[src/rtl/wb_master_bridge_pkg.sv]
// Shared constants, size codes and FSM state encoding for the Wishbone master bridge.
package wb_master_bridge_pkg;

  localparam logic [31:0] WORD_ZERO  = 32'h0000_0000;
  localparam int          BYTE_WIDTH = 8;

  localparam logic [1:0] SIZE_BYTE = 2'b00;
  localparam logic [1:0] SIZE_HALF = 2'b01;
  localparam logic [1:0] SIZE_WORD = 2'b10;

  typedef enum logic [1:0] {
    ST_IDLE  = 2'b00,
    ST_BUS   = 2'b01,
    ST_RWAIT = 2'b10
  } state_t;

endpackage

[src/rtl/wb_lane_align.sv]
// Combinational lane handling: byte-enable generation, store-data replication,
// load-data extraction with zero extension, and alignment checking.
module wb_lane_align
  import wb_master_bridge_pkg::*;
(
  input  logic [1:0]  req_size,
  input  logic [1:0]  req_addr_lo,
  input  logic [31:0] req_wdata,
  output logic [3:0]  sel,
  output logic [31:0] wdata_rep,
  output logic        illegal,
  input  logic [1:0]  rsp_size,
  input  logic [1:0]  rsp_addr_lo,
  input  logic [31:0] rsp_data,
  output logic [31:0] rdata_ext
);

  logic [31:0] rsp_shift;

  always_comb begin
    sel       = 4'b0000;
    wdata_rep = WORD_ZERO;
    illegal   = 1'b0;
    case (req_size)
      SIZE_BYTE: begin
        sel       = 4'b0001 << req_addr_lo;
        wdata_rep = {4{req_wdata[7:0]}};
      end
      SIZE_HALF: begin
        sel       = req_addr_lo[1] ? 4'b1100 : 4'b0011;
        wdata_rep = {2{req_wdata[15:0]}};
        illegal   = req_addr_lo[0];
      end
      SIZE_WORD: begin
        sel       = 4'b1111;
        wdata_rep = req_wdata;
        illegal   = |req_addr_lo;
      end
      default: illegal = 1'b1;
    endcase
  end

  // Loads come back on their natural lanes; shift them down to bit 0.
  always_comb begin
    rsp_shift = rsp_data >> (rsp_addr_lo * BYTE_WIDTH);
    rdata_ext = WORD_ZERO;
    case (rsp_size)
      SIZE_BYTE: rdata_ext = {24'h0, rsp_shift[7:0]};
      SIZE_HALF: rdata_ext = {16'h0, rsp_shift[15:0]};
      SIZE_WORD: rdata_ext = rsp_data;
      default:   rdata_ext = WORD_ZERO;
    endcase
  end

endmodule

[src/rtl/wb_master_bridge.sv]
// LSU-to-Wishbone initiator: one registered bus cycle per request, with retry and error handling.
// Define WB_TIMEOUT_EN to add a no-response timeout that ends a stuck cycle with an error.
module wb_master_bridge
  import wb_master_bridge_pkg::*;
#(
  parameter int MAX_RETRY = 4,
  parameter int RETRY_GAP = 2,
  parameter int TIMEOUT   = 16
) (
  input  logic        clk_i,
  input  logic        rst_n_i,
  input  logic        cpu_req_i,
  input  logic        cpu_we_i,
  input  logic [1:0]  cpu_size_i,
  input  logic [31:0] cpu_addr_i,
  input  logic [31:0] cpu_wdata_i,
  output logic [31:0] cpu_rdata_o,
  output logic        cpu_done_o,
  output logic        cpu_err_o,
  output logic        cpu_busy_o,
  output logic [31:0] wb_addr_o,
  output logic [31:0] wb_data_o,
  input  logic [31:0] wb_data_i,
  output logic [3:0]  wb_sel_o,
  output logic        wb_we_o,
  output logic        wb_cyc_o,
  output logic        wb_stb_o,
  input  logic        wb_ack_i,
  input  logic        wb_err_i,
  input  logic        wb_rty_i
);

  localparam int RCW = (MAX_RETRY > 0) ? $clog2(MAX_RETRY + 1) : 1;
  localparam int GW  = (RETRY_GAP > 1) ? $clog2(RETRY_GAP) : 1;
  localparam logic [RCW-1:0] RETRY_MAX = RCW'(MAX_RETRY);
  localparam logic [GW-1:0]  GAP_LAST  = GW'(RETRY_GAP - 1);

  state_t          state;
  logic            cyc;
  logic [RCW-1:0]  retry_cnt;
  logic [GW-1:0]   gap_cnt;
  logic [1:0]      size_q;
  logic [1:0]      addr_lo_q;
  logic [3:0]      sel_nxt;
  logic [31:0]     wdata_rep;
  logic [31:0]     rdata_ext;
  logic            illegal;

`ifdef WB_TIMEOUT_EN
  localparam int TW = $clog2(TIMEOUT + 1);
  localparam logic [TW-1:0] TMO_LOAD = TW'(TIMEOUT);
  logic [TW-1:0] tmo_cnt;
`endif

  assign wb_cyc_o   = cyc;
  assign wb_stb_o   = cyc;
  assign cpu_busy_o = (state != ST_IDLE);

  wb_lane_align u_lane_align (
    .req_size    (cpu_size_i),
    .req_addr_lo (cpu_addr_i[1:0]),
    .req_wdata   (cpu_wdata_i),
    .sel         (sel_nxt),
    .wdata_rep   (wdata_rep),
    .illegal     (illegal),
    .rsp_size    (size_q),
    .rsp_addr_lo (addr_lo_q),
    .rsp_data    (wb_data_i),
    .rdata_ext   (rdata_ext)
  );

  always_ff @(posedge clk_i or negedge rst_n_i) begin
    if (!rst_n_i) begin
      state       <= ST_IDLE;
      cyc         <= 1'b0;
      wb_addr_o   <= WORD_ZERO;
      wb_data_o   <= WORD_ZERO;
      wb_sel_o    <= 4'b0000;
      wb_we_o     <= 1'b0;
      size_q      <= SIZE_BYTE;
      addr_lo_q   <= 2'b00;
      retry_cnt   <= '0;
      gap_cnt     <= '0;
      cpu_done_o  <= 1'b0;
      cpu_err_o   <= 1'b0;
      cpu_rdata_o <= WORD_ZERO;
`ifdef WB_TIMEOUT_EN
      tmo_cnt     <= '0;
`endif
    end else begin
      cpu_done_o <= 1'b0;
      cpu_err_o  <= 1'b0;
      case (state)
        ST_IDLE: begin
          retry_cnt <= '0;
          gap_cnt   <= '0;
          if (cpu_req_i) begin
            if (illegal) begin
              cpu_done_o <= 1'b1;
              cpu_err_o  <= 1'b1;
            end else begin
              state     <= ST_BUS;
              cyc       <= 1'b1;
              wb_addr_o <= {cpu_addr_i[31:2], 2'b00};
              wb_data_o <= wdata_rep;
              wb_sel_o  <= sel_nxt;
              wb_we_o   <= cpu_we_i;
              size_q    <= cpu_size_i;
              addr_lo_q <= cpu_addr_i[1:0];
`ifdef WB_TIMEOUT_EN
              tmo_cnt   <= TMO_LOAD;
`endif
            end
          end
        end

        // err outranks ack, which outranks rty.
        ST_BUS: begin
          if (wb_err_i) begin
            cyc         <= 1'b0;
            state       <= ST_IDLE;
            cpu_done_o  <= 1'b1;
            cpu_err_o   <= 1'b1;
            cpu_rdata_o <= WORD_ZERO;
          end else if (wb_ack_i) begin
            cyc        <= 1'b0;
            state      <= ST_IDLE;
            cpu_done_o <= 1'b1;
            if (!wb_we_o) cpu_rdata_o <= rdata_ext;
          end else if (wb_rty_i) begin
            cyc <= 1'b0;
            if (retry_cnt == RETRY_MAX) begin
              state      <= ST_IDLE;
              cpu_done_o <= 1'b1;
              cpu_err_o  <= 1'b1;
            end else begin
              retry_cnt <= retry_cnt + 1'b1;
              gap_cnt   <= '0;
              state     <= ST_RWAIT;
            end
          end
`ifdef WB_TIMEOUT_EN
          else if (tmo_cnt == TW'(1)) begin
            cyc        <= 1'b0;
            state      <= ST_IDLE;
            cpu_done_o <= 1'b1;
            cpu_err_o  <= 1'b1;
          end else begin
            tmo_cnt <= tmo_cnt - 1'b1;
          end
`endif
        end

        // Bus outputs were left untouched, so re-raising cyc re-issues the same access.
        ST_RWAIT: begin
          if (gap_cnt == GAP_LAST) begin
            state <= ST_BUS;
            cyc   <= 1'b1;
`ifdef WB_TIMEOUT_EN
            tmo_cnt <= TMO_LOAD;
`endif
          end else begin
            gap_cnt <= gap_cnt + 1'b1;
          end
        end

        default: begin
          state <= ST_IDLE;
          cyc   <= 1'b0;
        end
      endcase
    end
  end

endmodule
[config.mk]
export PLATFORM = sky130hd
export DESIGN_NAME = wb_master_bridge
export DESIGN_NICKNAME = d
export VERILOG_FILES = /design/src/rtl/wb_master_bridge_pkg.sv /design/src/rtl/wb_lane_align.sv /design/src/rtl/wb_master_bridge.sv
export SDC_FILE = /design/constraint.sdc
export NUM_CORES = 1
export LEC_CHECK = 0
export ABC_AREA = 1
export BUFFER_PORTS_ARGS = -buffer_cell sky130_fd_sc_hd__clkbuf_2
export CORE_ASPECT_RATIO = 1.2
export CORE_MARGIN = 10
export CORE_UTILIZATION = 45
export DETAILED_ROUTE_END_ITERATION = 10
export PLACE_DENSITY = 0.84
export SETUP_SLACK_MARGIN = 0.05
export SYNTH_ARGS = -nofsm -noshare
export SYNTH_HDL_FRONTEND = slang
export SYNTH_SLANG_ARGS = --single-unit
[constraint.sdc]
create_clock -name clk_i -period 1.4 [get_ports clk_i]
set_input_delay 0 -clock clk_i [delete_from_list [all_inputs] [get_ports clk_i]]
set_output_delay 0 -clock clk_i [all_outputs]
set_load 0.02 [all_outputs]
Word-level counts from Yosys, hierarchy flattened
Index checks and enable logic that the tools add are counted.

Bits in read-only memories: 0. Bits in writable memories: 0. Output and inout bits: 106. Register bits after elaboration: 112. Memories kept: 0. Word-level logic and storage cells: 91. Bits in latches: 0.

Order comparisons: 0. Bitwise logic cells: 1. $mul: 0. Reduce and logical (&&, ||, !) cells: 13. Equal/unequal tests: 16. Div/mod/pow operators: 0. Add/subtract/negate cells: 2. Shifts and indexed selects: 2. Mux-type cells: 44.

Operators by type and width (count): $pmux W32 S3 (2); $mux W32 (3); $shr A32 B5 Y16 (1); $mux W1 (19); $mux W2 (7); $ne A2 B2 Y1 const B (7); $mux W3 (4); $pmux W4 S3 (1); $reduce_and A5 Y1 (2); $pmux W1 S3 (3); $eq A2 B1 Y1 const B (3); $eq A2 B2 Y1 const B (3); $logic_not A2 Y1 (3); $pmux W2 S3 (1); $pmux W3 S2 (1); $reduce_and A3 Y1 (2); $reduce_bool A2 Y1 (3); $mux W4 (1); $ne A4 B4 Y1 const B (1); $pmux W1 S2 (2); $reduce_and A4 Y1 (1); $shl A1 B2 Y4 const A (1); $add A3 B1 Y3 const B (1); $eq A3 B3 Y1 const B (1); 5 further kinds (5).

Logic depth before layout (Yosys ltp)
Word-level depth: 6. Gate-level depth with buffers: 10.

Cells and area by module
Synthesis repeated with hierarchy kept, for this count alone.

Cell total of the unflattened synthesis: 820. Area, all modules: 5830.6 um2.

Modules (own cells, without submodules): wb_master_bridge (area an instance 4533.1 um2, times used 1, cells each 508); wb_lane_align (area an instance 1297.5 um2, times used 1, cells each 312).

Worst setup path after synthesis
OpenSTA, ideal clock, no wires.

Kind: register -> register. From: register state[0]. To: register wb_data_o[25]. Stages on the path, launching flop included: 9. Data arrival time: 1.481 ns. Path buffers: 2. Setup slack: -0.208 ns. Setup time: 0.127 ns. Cell sequence: dfrtp_1 -> inv_2 -> nand2_1 -> nor2_1 -> nand3_2 -> buf_6 -> buf_6 -> nand2_1 -> o21ai_0.

Longest elaborated chain between the ends: 2.

RTL lines: start: declaration (RTL line wb_master_bridge.sv:38) `state_t state;`; start signal: assignment (RTL line wb_master_bridge.sv:74) `state <= ST_IDLE;`; start signal: assignment (RTL line wb_master_bridge.sv:102) `state <= ST_BUS;`; start signal: assignment (RTL line wb_master_bridge.sv:121) `state <= ST_IDLE;`; $logic_not A2 Y1 (RTL line wb_master_bridge.sv:93) `case (state)`; $reduce_and A3 Y1 (no source line); end signal: assignment (RTL line wb_master_bridge.sv:105) `wb_data_o <= wdata_rep;`; end: declaration (RTL line wb_master_bridge.sv:22) `output logic [31:0] wb_data_o,`.

No other way between the ends. A chain may end at the register's enable or synchronous reset.

Worst setup path after layout
From: input cpu_addr_i[1]. To: register wb_sel_o[1].

Longest elaborated chain between the ends: 4. Elaborated cells between the ends (all ways): 7. Classes of those cells: 1 x shift; 3 x mux; 1 x bitwise; 2 x reduce/logical.

RTL lines: start: declaration (RTL line wb_master_bridge.sv:15) `input logic [31:0] cpu_addr_i,`; $reduce_or A2 Y1 (RTL line wb_lane_align.sv:37) `illegal = |req_addr_lo;`; $pmux W1 S3 (RTL line wb_lane_align.sv:24) `case (req_size)`; $not A1 Y1 (no source line); $reduce_and A3 Y1 (no source line); end signal: assignment (RTL line wb_master_bridge.sv:106) `wb_sel_o <= sel_nxt;`; end: declaration (RTL line wb_master_bridge.sv:24) `output logic [3:0] wb_sel_o,`.

Parallel ways exist; a longest one is shown, timed or not.

==> reports/results.ini <==
[route]
route.detailed.drc=0
wl_per_cell_um=18.8
totalWireLength_mm=22.7
ant_nets=0
drt_pass1_iterations=6
viasPerCell=5.27
vias=6361
drtIter0Drc=739

[yosys]
async_reset_ff_share_pct=100
ys_ff_latch=111
syn_area_per_cell_um2=7.59
synth_top_area_share_pct=50.8
synth_top_flop_cell=dfrtp_1
ys_warn_count=0
yosysSeqAreaShare_pct=50.8
syn_area_um2=5470
synth_enable_flop_cells=0
synth_top_cell_by_area=dfrtp_1
synthCells=721
ys_types=28
netlist_top_cells_area=dfrtp_1 51%, nand2_1 23%, nand3_1 5.9%

[setup_path]
critPathTopFamily=buffers and inverters
worstRegToRegCells=8
crit_cells=9
cp.arrival_ns=1.72
path_cells=dlygate4sd3_1 -> clkbuf_2 -> o21ai_0 -> buf_4 -> nand3_4 -> buf_6 -> clkbuf_16 -> nand2_1 -> o21ai_2
crit_path_start_kind=input port
crit_type=input port to register
critPathBufInv=5
crit_fanout=11
crit_required_ns=1.65
slowest_delay_ns=0.57
end_kind=register
cpMaxStageDelayCell=dlygate4sd3_1

[timing]
skew_ns=0.00954
min_period_over_period_pct=105
setup_viol_count_final=58
final_max_slew_viol_count=0
min_period_ns=1.48
relSlewSlack_pct=50.8
fin_ws_ns=-0.0762
hold_slack_ns=-0.00354
finalHoldViolations=1
tns_ns=-1.69
rsz0062_at_grt=yes
fmax_mhz=677
tightest_slew_ns=0.736

[cts]
clk-insertion-delay-late_ns=0.35
cts_tree=built
htree_num_levels=3
cts_buffers=9
clk_pin_slew_worst_paths_ns=0.08
cts_root_buf=clkbuf_16
cts_sinks=111
cts_buffer_depth=2

[global_route]
grt_pass1_vias=6303
grt_start_max_net_pins=112
grt_pass1_wl_mm=32.4
antenna_found_initial=1
grt_overflow_total=0
grt_use_total_pct=23.8

[power_and_ir_drop]
p_sw_share_pct=46.0
power_mw=16.7
p_per_area_nw_per_um2=1950
p_int_mw=9.02
leakagePower_nw=4.75
power_frac_seq_pct=33.3
pwr-share-comb_pct=51.2
pwr-share-clk_pct=15.5
power.switching_mw=7.67
irDropWorstVdd_mv=1.30

[placement]
place_inst=1082
gp_congestion=0.902
dpl-instance-area_um2=6770
post-place-ws_ns=-0.0231
dpl.hpwl_mm=12.5
io_buffers=208

[die]
die_height_um=141
io_pins=211
rows=44
core_um2=12000
dieArea_um2=17000
die_x_um=121
initial_utilization_pct=45.6

[cells_and_area]
multi_input_area_um2=2480
area_growth_pct=56.7
final-instance-count-excl-fill=1208
final_cell_area_um2=8570
regArea_um2=2780
fin_nets=1148
drive_above_1_share_pct=34.5
fill_cells=857
final_core_utilization_pct=71.4

[run]
max_cap_viol_count=0

[run_status]
status=finished with violations
violations=negative hold slack, negative setup slack

[hold_path]
hold_path_depth=5
hp-class=input port to register

==> worst min-delay path: cells and delay by family <==
family,cells,cell delay (ns)
AND/OR/NAND/NOR,4,0.24
buffers and inverters,1,0.09
==> placed cells by master, fill, tap and decap left out, types with 3 or more instances in the layout <==
| cell type | instances |
|---|---|
| a21oi_1 | 7 |
| a31oi_1 | 4 |
| buf_12 | 7 |
| buf_16 | 4 |
| buf_4 | 24 |
| buf_6 | 3 |
| buf_8 | 3 |
| clkbuf_16 | 15 |
| clkbuf_2 | 207 |
| dfrtp_1 | 110 |
| dlygate4sd3_1 | 89 |
| inv_1 | 54 |
| inv_2 | 3 |
| nand2_1 | 287 |
| nand2_2 | 44 |
| nand2_4 | 9 |
| nand3_1 | 63 |
| nor2_1 | 22 |
| nor2_4 | 4 |
| o21ai_0 | 19 |
| o21ai_1 | 22 |
| o21ai_2 | 22 |
==> kinds of logic (layout without fill, tap and decap cells) <==
family / Yosys count / in the layout / synth area share (%)
fa+ha+maj: 2 / 2 / 0.457
compound gates: 76 / 76 / 7.98
buf+inv: 95 / 419 / 8.62
simple gates: 434 / 434 / 31.8
flops: 111 / 111 / 50.8
other cells: 1 / 3 / 0.0686
xor+xnor: 2 / 2 / 0.320
==> cells in the mapped netlist, types with 3 or more instances <==
library cell and instances:
buf_4 5, buf_2 16, buf_6 10, o21ai_1 17
a21oi_1 7, o21ai_2 12, nor2_1 25, dfrtp_1 111
a31oi_1 4, nand3_1 64, inv_2 5, nand2_1 339
inv_1 54, o21ai_0 34, clkbuf_1 3
==> metal layers <==
layer  vias up  track usage [%]  wire length, um
met4         0             9.35              915
met1      2974             25.6             7860
met3        84             8.43             2390
met5         -                0                0
li1       2881                -                -
met2       422             41.7            11600
==> state kept, by name, indices dropped and copies added (netlist names) <==
name,count
cpu_done_o,1
size_q,2
state,2
wb_sel_o,4
addr_lo_q,2
retry_cnt,3
wb_we_o,1
cpu_err_o,1
wb_addr_o,30
wb_data_o,32
gap_cnt,1
cpu_rdata_o,32
==> what timing repair did <==
item | in CTS | in global routing
resized for setup | 8 | 93
pin swaps | 0 | 3
endpoints found under the hold margin | 200 | 0
setup buffers | 5 | 3
cloned | 3 | 9
setup endpoints to repair | 66 | 108
hold buffers | 89 | 0
==> cell type report <==
type	count	area share, %
Multi-Input combinational cell	516	28.9
Clock inverter	6	0.613
Clock buffer	10	2.79
Tap cell	161	2.35
Antenna cell	1	0.0292
Inverter	60	2.69
Timing Repair Buffer	343	30.2
Sequential cell	111	32.4
==> final timing paths <==
kind / startpoint / endpoint / slack [ns]
worst max-delay path: cpu_addr_i[1] / wb_sel_o[1] / -0.08
worst min-delay path: cpu_req_i / state[0] / -0.004
worst max register to register: state[0] / wb_sel_o[1] / -0.01
worst min register to register: wb_addr_o[11] / wb_addr_o[11] / 0.48
max in group asynchronous: rst_n_i / state[0] / 0.65
min in group asynchronous: rst_n_i / cpu_rdata_o[22] / 0.23
==> power groups by stage <==
stage               sequential (mW)  clock (mW)  combinational (mW)
floorplan                      6.78           0                2.95
global placement               5.34           0                6.90
detailed placement             5.35           0                7.06
CTS                            5.33        2.58                7.49
global route                   5.70        2.73                9.23
finish                         5.56        2.58                8.55
No activity file was read; power rests on OpenSTA's default activity.
